$ cat config.mk
export PLATFORM = sky130hd
export DESIGN_NAME = nixie_scan_ctrl
export DESIGN_NICKNAME = d
export VERILOG_FILES = /design/src/rtl/nixie_pkg.sv /design/src/rtl/decoder_bcd2decimal.sv /design/src/rtl/nixie_scan_ctrl.sv
export SDC_FILE = /design/constraint.sdc
export NUM_CORES = 1
export LEC_CHECK = 0
export ABC_AREA = 1
export BUFFER_PORTS_ARGS = -buffer_cell sky130_fd_sc_hd__clkbuf_2
export CELL_PAD_IN_SITES_DETAIL_PLACEMENT = 1
export CELL_PAD_IN_SITES_GLOBAL_PLACEMENT = 2
export CORE_MARGIN = 2
export CORE_UTILIZATION = 35
export CTS_CLUSTER_DIAMETER = 200
export DETAILED_ROUTE_END_ITERATION = 10
export GPL_ROUTABILITY_DRIVEN = 0
export PLACE_DENSITY_LB_ADDON = 0.3
export SLEW_MARGIN = 20
export SYNTH_ARGS = -nofsm -noshare
export SYNTH_HDL_FRONTEND = slang
export SYNTH_SLANG_ARGS = --single-unit
$ cat constraint.sdc
create_clock -name clk -period 3.25 [get_ports clk]
set_input_delay 0.4875 -clock clk [delete_from_list [all_inputs] [get_ports clk]]
set_output_delay 0.4875 -clock clk [all_outputs]
set_load 0.01 [all_outputs]
$ cat src/rtl/nixie_pkg.sv
// Shared widths, state encoding and helpers for the nixie tube scan controller.
package nixie_pkg;

    localparam int unsigned BCD_W = 4;
    localparam int unsigned DEC_W = 10;

    typedef enum logic [1:0] {
        ST_IDLE  = 2'd0,
        ST_ON    = 2'd1,
        ST_BLANK = 2'd2
    } state_e;

    function automatic int unsigned max3(input int unsigned a, input int unsigned b,
                                         input int unsigned c);
        int unsigned m;
        m = (a > b) ? a : b;
        return (m > c) ? m : c;
    endfunction

endpackage

$ cat src/rtl/decoder_bcd2decimal.sv
// BCD digit to one-hot decimal cathode select; codes above 9 decode to all-off.
module decoder_bcd2decimal
    import nixie_pkg::*;
(
    input  logic [BCD_W-1:0] bcd_i,
    output logic [DEC_W-1:0] dec_o_c
);

    always_comb begin
        dec_o_c = '0;
        if (bcd_i < BCD_W'(10)) begin
            dec_o_c = DEC_W'(1) << bcd_i;
        end
    end

endmodule

$ cat src/rtl/nixie_scan_ctrl.sv
// Multiplexed scan controller for a bank of ten-cathode tubes: double-buffered
// BCD frame, per-digit ON phase followed by an anti-ghosting blank gap.
module nixie_scan_ctrl
    import nixie_pkg::*;
#(
    parameter int unsigned NUM_DIGITS   = 4,
    parameter int unsigned ON_CYCLES    = 1000,
    parameter int unsigned BLANK_CYCLES = 100
) (
    input  logic                          clk,
    input  logic                          rst,
    input  logic                          enable,
    input  logic                          load_valid,
    output logic                          load_ready,
    input  logic [BCD_W*NUM_DIGITS-1:0]   load_data,
    output logic [NUM_DIGITS-1:0]         anode,
    output logic [DEC_W-1:0]              cathode,
    output logic [$clog2(NUM_DIGITS)-1:0] digit_idx,
    output logic                          frame_done
);

    localparam int unsigned FRAME_W = BCD_W * NUM_DIGITS;
    localparam int unsigned DIG_W   = $clog2(NUM_DIGITS);
    localparam int unsigned CNT_W   = $clog2(max3(ON_CYCLES, BLANK_CYCLES, 2));

    localparam logic [CNT_W-1:0] ON_LOAD    = CNT_W'(ON_CYCLES - 1);
    localparam logic [CNT_W-1:0] BLANK_LOAD = (BLANK_CYCLES == 0) ? '0
                                                                 : CNT_W'(BLANK_CYCLES - 1);
    localparam logic [DIG_W-1:0] LAST_DIG   = DIG_W'(NUM_DIGITS - 1);
    // Phase whose last clock closes a frame.
    localparam state_e           LAST_ST    = (BLANK_CYCLES == 0) ? ST_ON : ST_BLANK;

    state_e                state_q, state_d;
    logic [DIG_W-1:0]      digit_q, digit_d;
    logic [CNT_W-1:0]      cnt_q, cnt_d;
    logic [FRAME_W-1:0]    active_q, active_d;
    logic [FRAME_W-1:0]    shadow_q, shadow_d;
    logic                  pending_q, pending_d;
    logic                  xfer_q;
    logic [NUM_DIGITS-1:0] anode_q, anode_d;
    logic [DEC_W-1:0]      cathode_q, cathode_d;
    logic                  frame_done_q, frame_done_d;
    logic                  load_ready_q;

    logic [DIG_W-1:0]      next_digit_c;
    logic                  xfer_c;
    logic                  commit_c;
    logic [BCD_W-1:0]      nibble_c;
    logic [DEC_W-1:0]      dec_c;

    assign next_digit_c = (digit_q == LAST_DIG) ? '0 : digit_q + DIG_W'(1);

    // Scan sequencing; a low enable always wins and parks the scan at digit 0.
    always_comb begin
        state_d      = state_q;
        digit_d      = digit_q;
        cnt_d        = cnt_q;
        frame_done_d = 1'b0;
        anode_d      = '0;

        case (state_q)
            ST_IDLE: begin
                state_d = ST_ON;
                digit_d = '0;
                cnt_d   = ON_LOAD;
            end
            ST_ON: begin
                if (cnt_q != '0) begin
                    cnt_d = cnt_q - CNT_W'(1);
                end else if (BLANK_CYCLES == 0) begin
                    digit_d = next_digit_c;
                    cnt_d   = ON_LOAD;
                end else begin
                    state_d = ST_BLANK;
                    cnt_d   = BLANK_LOAD;
                end
            end
            ST_BLANK: begin
                if (cnt_q != '0) begin
                    cnt_d = cnt_q - CNT_W'(1);
                end else begin
                    state_d = ST_ON;
                    digit_d = next_digit_c;
                    cnt_d   = ON_LOAD;
                end
            end
            default: begin
                state_d = ST_IDLE;
                digit_d = '0;
                cnt_d   = '0;
            end
        endcase

        if (!enable) begin
            state_d = ST_IDLE;
            digit_d = '0;
            cnt_d   = '0;
        end

        frame_done_d = (state_d == LAST_ST) && (digit_d == LAST_DIG) && (cnt_d == '0);
        if (state_d == ST_ON) begin
            anode_d = NUM_DIGITS'(1) << digit_d;
        end
    end

    // Shadow accepts a frame when empty; it is promoted only at a frame
    // boundary, or straight away if the transfer landed while idle.
    assign xfer_c    = load_valid && load_ready_q;
    assign commit_c  = pending_q && (frame_done_q || ((state_q == ST_IDLE) && xfer_q));
    assign active_d  = commit_c ? shadow_q : active_q;
    assign shadow_d  = xfer_c ? load_data : shadow_q;
    assign pending_d = xfer_c || (pending_q && !commit_c);

    // Decode from next-cycle frame/digit so anode and cathode update together.
    assign nibble_c  = active_d[32'(digit_d) * BCD_W +: BCD_W];

    decoder_bcd2decimal u_dec (
        .bcd_i   (nibble_c),
        .dec_o_c (dec_c)
    );

    assign cathode_d = (state_d == ST_ON) ? dec_c : '0;

    always_ff @(posedge clk) begin
        if (rst) begin
            state_q      <= ST_IDLE;
            digit_q      <= '0;
            cnt_q        <= '0;
            active_q     <= '0;
            shadow_q     <= '0;
            pending_q    <= 1'b0;
            xfer_q       <= 1'b0;
            anode_q      <= '0;
            cathode_q    <= '0;
            frame_done_q <= 1'b0;
            load_ready_q <= 1'b1;
        end else begin
            state_q      <= state_d;
            digit_q      <= digit_d;
            cnt_q        <= cnt_d;
            active_q     <= active_d;
            shadow_q     <= shadow_d;
            pending_q    <= pending_d;
            xfer_q       <= xfer_c;
            anode_q      <= anode_d;
            cathode_q    <= cathode_d;
            frame_done_q <= frame_done_d;
            load_ready_q <= !pending_d;
        end
    end

    assign load_ready = load_ready_q;
    assign anode      = anode_q;
    assign cathode    = cathode_q;
    assign digit_idx  = digit_q;
    assign frame_done = frame_done_q;

endmodule

# Yosys cells after proc, flatten, opt, wreduce, memory -nomap -nowiden
# Cells that the tools add are included.
classes:
  eq_ne: 6
  bitwise_logic: 2
  shifts: 3
  add_sub_neg: 2
  magnitude_cmp: 1
  mux: 13
  reduce_logical: 15
op_table:
  columns: ["operator", "count"]
  rows:
  - ["$mux W10", 3]
  - ["$pmux W10 S3", 1]
  - ["$mux W16", 1]
  - ["$shiftx A16 B5 Y4", 1]
  - ["$mux W2", 6]
  - ["$logic_not A10 Y1", 1]
  - ["$reduce_bool A10 Y1", 1]
  - ["$shl A1 B4 Y10 const A", 1]
  - ["$sub A10 B1 Y10 const B", 1]
  - ["$eq A2 B2 Y1 const B", 4]
  - ["$logic_and A1 B1 Y1", 6]
  - ["$pmux W2 S3", 1]
  - ["$eq A2 B1 Y1 const B", 2]
  - ["$lt A4 B4 Y1 const B", 1]
  - ["$pmux W2 S2", 1]
  - ["$shl A1 B2 Y4 const A", 1]
  - ["$reduce_or A3 Y1", 1]
  - ["$add A2 B1 Y2 const B", 1]
  - ["$logic_not A1 Y1", 2]
  - ["$logic_not A2 Y1", 1]
  - ["$logic_or A1 B1 Y1", 2]
  - ["$not A1 Y1", 2]
  - ["$reduce_or A2 Y1", 1]
totals:
  output_inout_bits: 18
  elab_cells: 53
  regBits: 64
  inputBits: 20

# Depth between registers and ports, before layout
# Gate-level depths: netlist of run 1.
logic_depth:
  depth_word: 9
  mapped_depth: 15
  mapped_depth_nobuf: 14

# Modules after synthesis
# Synthesis of run 1 repeated with hierarchy kept, for this count alone.
hier_totals:
  hier_cells: 374
  hier_area_um2: 2949.1
by_module_without_submodules:
  columns: ["module", "cells_each", "seq_area_each_um2", "instances", "area_per_inst_um2"]
  rows:
  - ["nixie_scan_ctrl", 353, 1281.2, 1, 2865.2]
  - ["decoder_bcd2decimal", 21, 0.0, 1, 83.8]

# Least setup slack after synthesis of run 1
# Ideal clock, no wire load.
synth_timing:
  path_kind: "reg2reg"
  from: "register cnt_q[0]"
  to: "register cathode_q[9], in the netlist cathode[9]"
  period_less_slack_ns: 1.800
  t_required_ns: 3.137
  stages_incl_launch_ff: 15
  n_path_buf: 1
  arrival_ns: 1.687
  setup_time_ns: 0.113
  setup_slack_ns: 1.450
  path_cell_list: "dfxtp_1 -> inv_1 -> ha_1 -> nand2_1 -> nor2_2 -> nand4_2 -> nand2_4 -> nand3_4 -> buf_8 -> nand2_2 -> nand3_1 -> nand2_2 -> nor2_2 -> nand2_1 -> nor2_1"
synth_between:
  elab_chain_cells: 8
  elab_cells_between_ends: 15
  cone_classes: "order compare (1); eq/ne (1); shift (2); mux (7); bitwise (2); reduce/logical (2)"
synth_rtl:
  columns: ["item", "line_no", "text"]
  rows:
  - ["start: declaration", "nixie_scan_ctrl.sv:35", "logic [CNT_W-1:0] cnt_q, cnt_d;"]
  - ["start signal: assignment", "nixie_scan_ctrl.sv:140", "cnt_q <= cnt_d;"]
  - ["$reduce_bool A10 Y1 *", "nixie_scan_ctrl.sv:68, nixie_scan_ctrl.sv:79", null]
  - ["$mux W2", "nixie_scan_ctrl.sv:79", "if (cnt_q != '0) begin"]
  - ["$pmux W2 S2", "nixie_scan_ctrl.sv:61", "case (state_q)"]
  - ["$mux W2", "nixie_scan_ctrl.sv:94", "if (!enable) begin"]
  - ["$shiftx A16 B5 Y4", "nixie_scan_ctrl.sv:115", "assign nibble_c = active_d[32'(digit_d) * BCD_W +: BCD_W];"]
  - ["$lt A4 B4 Y1", "decoder_bcd2decimal.sv:11", "if (bcd_i < BCD_W'(10)) begin"]
  - ["$not A1 Y1 (no source line)", null, null]
  - ["$reduce_or A3 Y1 (no source line)", null, null]
  - ["end signal: assignment", "nixie_scan_ctrl.sv:146", "cathode_q <= cathode_d;"]
  - ["end: declaration", "nixie_scan_ctrl.sv:41", "logic [DEC_W-1:0] cathode_q, cathode_d;"]
# Every way passes the cells marked *; elsewhere a longest branch is shown, timed or not.
# A chain may end at the register's enable or synchronous reset.

# Final worst setup path of run 1
layout_timing:
  from: "register state_q[0]"
  to: "register cathode_q[2], in the netlist cathode[2]"
layout_between:
  elab_chain_cells: 9
  elab_cells_between_ends: 20
  cone_classes: "order compare (1); eq/ne (3); shift (2); mux (7); bitwise (2); reduce/logical (5)"
layout_rtl:
  columns: ["item", "line_no", "text"]
  rows:
  - ["start: declaration", "nixie_scan_ctrl.sv:33", "state_e state_q, state_d;"]
  - ["start signal: assignment", "nixie_scan_ctrl.sv:138", "state_q <= state_d;"]
  - ["parallel branches: the longest is 9 deep, another holds $lt A4 B4 Y1", null, null]
# Several ways; the timed one is not identified.

==> results.yml, run 1 <==
run_status:
  status: "finished clean"
routing:
  vias: 2534
  first_iter_violations: 86
  firstDrtPassIters: 4
  wl_um: 6910
  wl_per_cell_um: 12.6
  ant_nets: 0
  route.detailed.drc: 0
  post_drt_via_cell_ratio: 4.62
placement:
  port_buffers: 37
  dp_hpwl_um: 5390
  post-place-cells: 534
  postPlaceCellArea_mm2: 0.00317
timing:
  fin_skew_ps: 11.8
  hold_viol: 0
  slew_viol_final: 0
  slew_headroom_pct: 53.5
  worstMarginPinSlew_ps: 698
  timing.fmax_mhz: 443
  finalSetupViolCount: 0
  period_share_pct: 69.4
  grt_setup_unrepaired: "no"
  finalCriticalPeriod_ps: 2260
  tns_ps: 0
yosys:
  yosys-top-cells-area: "dfxtp_1 (44%), nor2_1 (10%), nand2_1 (8.9%)"
  yosys_warnings: 0
  syn_inst: 403
  netlist.area_leader.share_pct: 44.0
  netlist_area_mm2: 0.00291
  ys_seq_area_share_pct: 44.0
  synth_nets: 430
  synth-seq-cells: 64
  avgSynthCellArea_um2: 7.23
  synth_cell_type_count: 30
  synth_largest_area_cell: "dfxtp_1"
critical_path:
  reg2reg_slack_ps: 990
  path_common_cell: "nand2_1"
  crit_arrival_ps: 2530
  critPathKind: "reg -> reg"
  crit_path_start_kind: "flip-flop"
  max_stage_delay_ps: 420
  cp-end-kind: "flip-flop"
  cp_slowest_cell: "dfxtp_1"
  crit_chain: "inv_1, ha_1, a21o_1, nand2_1, buf_4, nand2_1, o21ai_0, nand4_1, nand3_1, nand2_1, inv_2, nand3_1, nor2_1"
  cp.required_ps: 3520
  critPathMaxFanout: 30
clock_tree:
  cts_tree: "yes"
  clkTransAtPathRegs_ps: 70
  cts_max_path_buffers: 2
  cts_made_buffers: 9
  post_cts_buffers: 0
  insertion_delay_ps: 340
  post_cts_resized: 0
  htree_levels: 3
  clk_root_buffer_cell: "clkbuf_8"
  cts.hold.buffers_added: 0
  cts_num_sinks: 64
min_path:
  hold_class: "in -> reg"
layout:
  fin_util_pct: 41.1
  area.growth.synth_to_final_pct: 14.7
  diodes: 0
  drive_gt1_share_pct: 18.9
  nets: 467
  finalNonFillerCells: 549
  postLayoutCellArea_mm2: 0.00334
die:
  die_h_um: 95.2
  num_rows: 33
  core_region_area_mm2: 0.00813
  die-area_mm2: 0.00907
  die_w_um: 95.2
  initial_core_util_pct: 35.8
  ios: 38
grt:
  grt_pass1_vias: 2528
  antenna_found_initial: 0
  grt_max_degree: 33
  track_usage_pct: 17.4
  overflow: 0
  grt_pass1_wl_um: 12000
run:
  maxCapViolCount: 0
power:
  power.leakage_nw: 1.67
  p_per_area_mw_per_mm2: 504
  ir_drop_v: 0.000181
## cell families after synthesis
family / share of synthesized area [%]
and+or+nand+nor: 34.3
buffers and inverters: 9.06
DFF: 44.0
xor gates and xnor gates: 0.601
adders and majority gates: 3.01
AOI/OAI and AO/OA: 9.06
## worst max-delay path, delay by kind of cell, from the launching register on
kind | cells | cell delay [ps]
adders and majority gates | 1 | 230
DFF | 1 | 420
and+or+nand+nor | 7 | 740
buffers and inverters | 3 | 440
AOI/OAI and AO/OA | 2 | 370
## layout make-up
cell class	instances	area (µm²)
clock inverter	3	17.5
tap	105	131
inverter	52	195
sequential	64	1280
fill	1043	4790
multi-input combinational	275	1370
timing repair buffer	38	193
clock buffer	12	155
## cell usage after synthesis
| cell | number |
|---|---|
| buf_6 | 1 |
| buf_8 | 1 |
| a21o_1 | 1 |
| nor3_1 | 4 |
| nor2_8 | 1 |
| buf_1 | 1 |
| nand2_4 | 2 |
| inv_2 | 5 |
| nand2_1 | 69 |
| clkbuf_1 | 5 |
| a21oi_1 | 10 |
| xor2_1 | 2 |
| o21ai_0 | 36 |
| a221oi_1 | 1 |
| nand3_4 | 2 |
| inv_1 | 46 |
| nand2_2 | 13 |
| nand4_1 | 11 |
| a21boi_0 | 1 |
| or2_2 | 1 |
| clkinv_1 | 1 |
| ha_1 | 7 |
| o21ai_1 | 2 |
| nand3_1 | 26 |
| nor2_1 | 78 |
| nand3_2 | 2 |
| nor2_2 | 5 |
| dfxtp_1 | 64 |
| nand4_2 | 1 |
| buf_2 | 4 |
## registers in the layout, summed over array words and instances (netlist names)
signal	flops
load_ready	1
pending_q	1
cathode	10
state_q	2
active_q	16
cnt_q	10
xfer_q	1
digit_idx	2
frame_done	1
shadow_q	16
anode	4
## metrics by stage
stage                     total power (W)  setup WS, ps  hold slack (ps)
final                             0.00168           994              394
after global routing              0.00179           736              398
after CTS                         0.00172           976              379
after detailed placement          0.00110           998              464
after global placement            0.00109          1040              457
after floorplan                   0.00103          1450              447
## power breakdown
part	internal [W]	switching (W)
Sequential	0.000824	0.0000217
Combinational	0.0000776	0.000151
Clock	0.000312	0.000297
Total	0.00121	0.000470
## routing by layer
| metal | part of all wire, % | global-route usage, % | up-vias |
|---|---|---|---|
| met1 | 49 | 21.7 | 1146 |
| met3 | 3.1 | 3.56 | 6 |
| met2 | 46 | 28.8 | 34 |
| met4 | 1.4 | 7.97 | 0 |
| li1 | - | - | 1348 |
| met5 | 0 | 0 | - |
## cells in the final DEF (no fill, tap or decap), drive strengths merged, types with 2 or more instances in the layout
cell and count:
nand4 12, inv 51, nand3 30, xor2 2, o21ai 38, clkbuf 49, nor2 84, clkinv 3
nand2 84, nor3 4, dfxtp 64, ha 7, a21oi 10
## final timing paths
| path | cells past startpoint | to | start |
|---|---|---|---|
| hold reg to reg | 2 | active_q[15] | active_q[15] |
| setup / recovery | 13 | cathode[2] | state_q[0] |
| hold / removal | 3 | shadow_q[10] | load_data[10] |
| setup reg to reg | 13 | cathode[2] | state_q[0] |
Power figures use the tool's default switching activity.
==> run 2, diff against run 1 <==
- CORE_UTILIZATION: 35 -> 32
- clock period: 3.25 -> 2.1 ns (I/O delays scaled with it)
==> run 2 against run 1 <==
  * Setup slack got worse by 830 ps
  * Critical path depth unchanged
  * Sequential power increased by 55%
  * Core utilization increased by 1.6 points
  * Final cell count increased by 6.4%
  * Via count increased by 9.2%
  * First-iteration DRC count unchanged
  * Global-route usage decreased by 0.53 points
  * Clock power increased by 97%
  * Worst hold slack got worse by 170 ps
  * Largest power group unchanged
==> results.yml, run 2 (synthesis results as in run 1) <==
timing:
  worstMarginPinSlew_ps: 485
  slew_headroom_pct: 67.6
  tns_ps: 0
  hold_viol: 0
  timing.fmax_mhz: 516
  period_share_pct: 92.3
  finalCriticalPeriod_ps: 1940
  finalSetupViolCount: 0
  fin_skew_ps: 7.27
  slew_viol_final: 0
power:
  power.leakage_nw: 1.88
  p_per_area_mw_per_mm2: 784
  ir_drop_v: 0.000335
  finalPower_w: 0.00293
critical_path:
  crit_chain: "inv_4, ha_1, nand2_1, nor2_4, nand4_4, nand2_4, nand3_4, buf_6, nand2_2, nand3_1, nand2_2, nand3_1, nor2_1"
  path_buf_inv: 2
  critPathKind: "reg -> reg"
  cp.required_ps: 2380
  crit_arrival_ps: 2210
  cp-end-kind: "flip-flop"
  cp_top_family: "simple AND/OR/NAND/NOR gates"
  crit_path_start_kind: "flip-flop"
  critPathMaxFanout: 7
  cp_slowest_cell: "dfxtp_4"
  max_stage_delay_ps: 370
grt:
  track_usage_pct: 16.9
  overflow: 0
  grt_pass1_wl_um: 13100
  grt_pass1_vias: 2785
  antenna_found_initial: 0
  grt_max_degree: 31
placement:
  port_buffers: 37
  dp_hpwl_um: 5860
  postPlaceCellArea_mm2: 0.00335
  post-place-cells: 559
layout:
  nets: 499
  top_regs: "active_q x16, shadow_q x16"
  final_common_cell: "nor2_1"
  finalNonFillerCells: 584
  diodes: 0
  n_fill_cell: 1111
  drive_gt1_share_pct: 26.5
  layout_common_cells: "nor2_1 (78), nand2_1 (66), dfxtp_1 (63)"
  area.growth.synth_to_final_pct: 28.3
  postLayoutCellArea_mm2: 0.00374
clock_tree:
  htree_levels: 3
  clk_root_buffer_cell: "clkbuf_8"
  cts.hold.buffers_added: 0
  cts_num_sinks: 64
  insertion_delay_ps: 340
  cts_made_buffers: 9
  cts_tree: "yes"
  clkTransAtPathRegs_ps: 70
  cts_max_path_buffers: 2
routing:
  wl_met1_um: 3790
  vias: 2768
  top_layer_used: "met4"
  wl_met3_um: 234
  firstDrtPassIters: 4
  route.detailed.drc: 0
  wl_um: 7950
  post_drt_via_cell_ratio: 4.74
  wl_per_cell_um: 13.6
  wl_met2_um: 3810
  first_iter_violations: 86
  ant_nets: 0
die:
  num_rows: 34
  initial_core_util_pct: 33.3
  ios: 38
  die-area_mm2: 0.00989
  die_h_um: 99.4
  die_w_um: 99.4
  core_region_area_mm2: 0.00876
run_status:
  status: "finished clean"
run:
  maxCapViolCount: 0
min_path:
  hold_class: "in -> reg"
-- run 2: cell types whose count changed in the layout (fill, tap and decap cells not counted), sizes merged --
cell,before,now
buf,1,31
bufinv,0,2
clkbuf,49,50
clkinv,3,2
clkinvlp,1,0
nand3,30,31
-- run 2: routing by layer --
metal | vias to the layer above | track usage, %
li1 | 1417 | -
met1 | 1302 | 21.4
met2 | 39 | 28.5
met3 | 10 | 3.16
met4 | 0 | 6.32
met5 | - | 0
-- run 2: worst min-delay path, cell delays in order --
cell      delay [ps]
clkbuf_2          70
o21ai_0           70
nor2_1            70
-- run 2: timing repair --
| item | 4_1_cts | 5_1_grt |
|---|---|---|
| gates resized for setup | 1 | 28 |
| hold endpoints to repair | 0 | 0 |
| buffers inserted | 4 | 3 |
| pin swaps | 1 | 7 |
| gates cloned | 0 | 3 |
| setup endpoints to repair | 10 | 11 |
-- run 2: worst paths after layout --
path                     start            to  cells after the start  slack, ps
setup / recovery      cnt_q[0]    cathode[0]                     13        160
hold / removal    load_data[5]   shadow_q[5]                      3        220
setup reg to reg      cnt_q[0]    cathode[0]                     13        160
hold reg to reg   active_q[15]  active_q[15]                      2        470
-- run 2: cell type report --
type / instances / area, µm² / area share, %
clock buffers: 12 / 155 / 4.15
repair buffers: 69 / 463 / 12.4
inverters: 52 / 198 / 5.29
well taps: 108 / 135 / 3.61
multi-input cells: 276 / 1440 / 38.5
clock inverters: 3 / 65.1 / 1.74
flip-flops and latches: 64 / 1280 / 34.4
-- run 2: power by group --
group	internal [W]	switching [W]	leakage, nW	total, W
logic	0.000160	0.000257	1.24	0.000417
clock network	0.000726	0.000478	0.112	0.00120
registers	0.00127	0.0000378	0.524	0.00131
-- run 2: through the flow --
| step | hold slack, ps | setup slack (ps) | util, % |
|---|---|---|---|
| after floorplan | 388 | 300 | - |
| after global placement | 456 | -73.5 | 38.2 |
| after detailed placement | 462 | -119 | 38.2 |
| after CTS | 218 | 13.2 | 41.1 |
| after global routing | 235 | -9.37 | 42.7 |
| final | 225 | 163 | 42.7 |
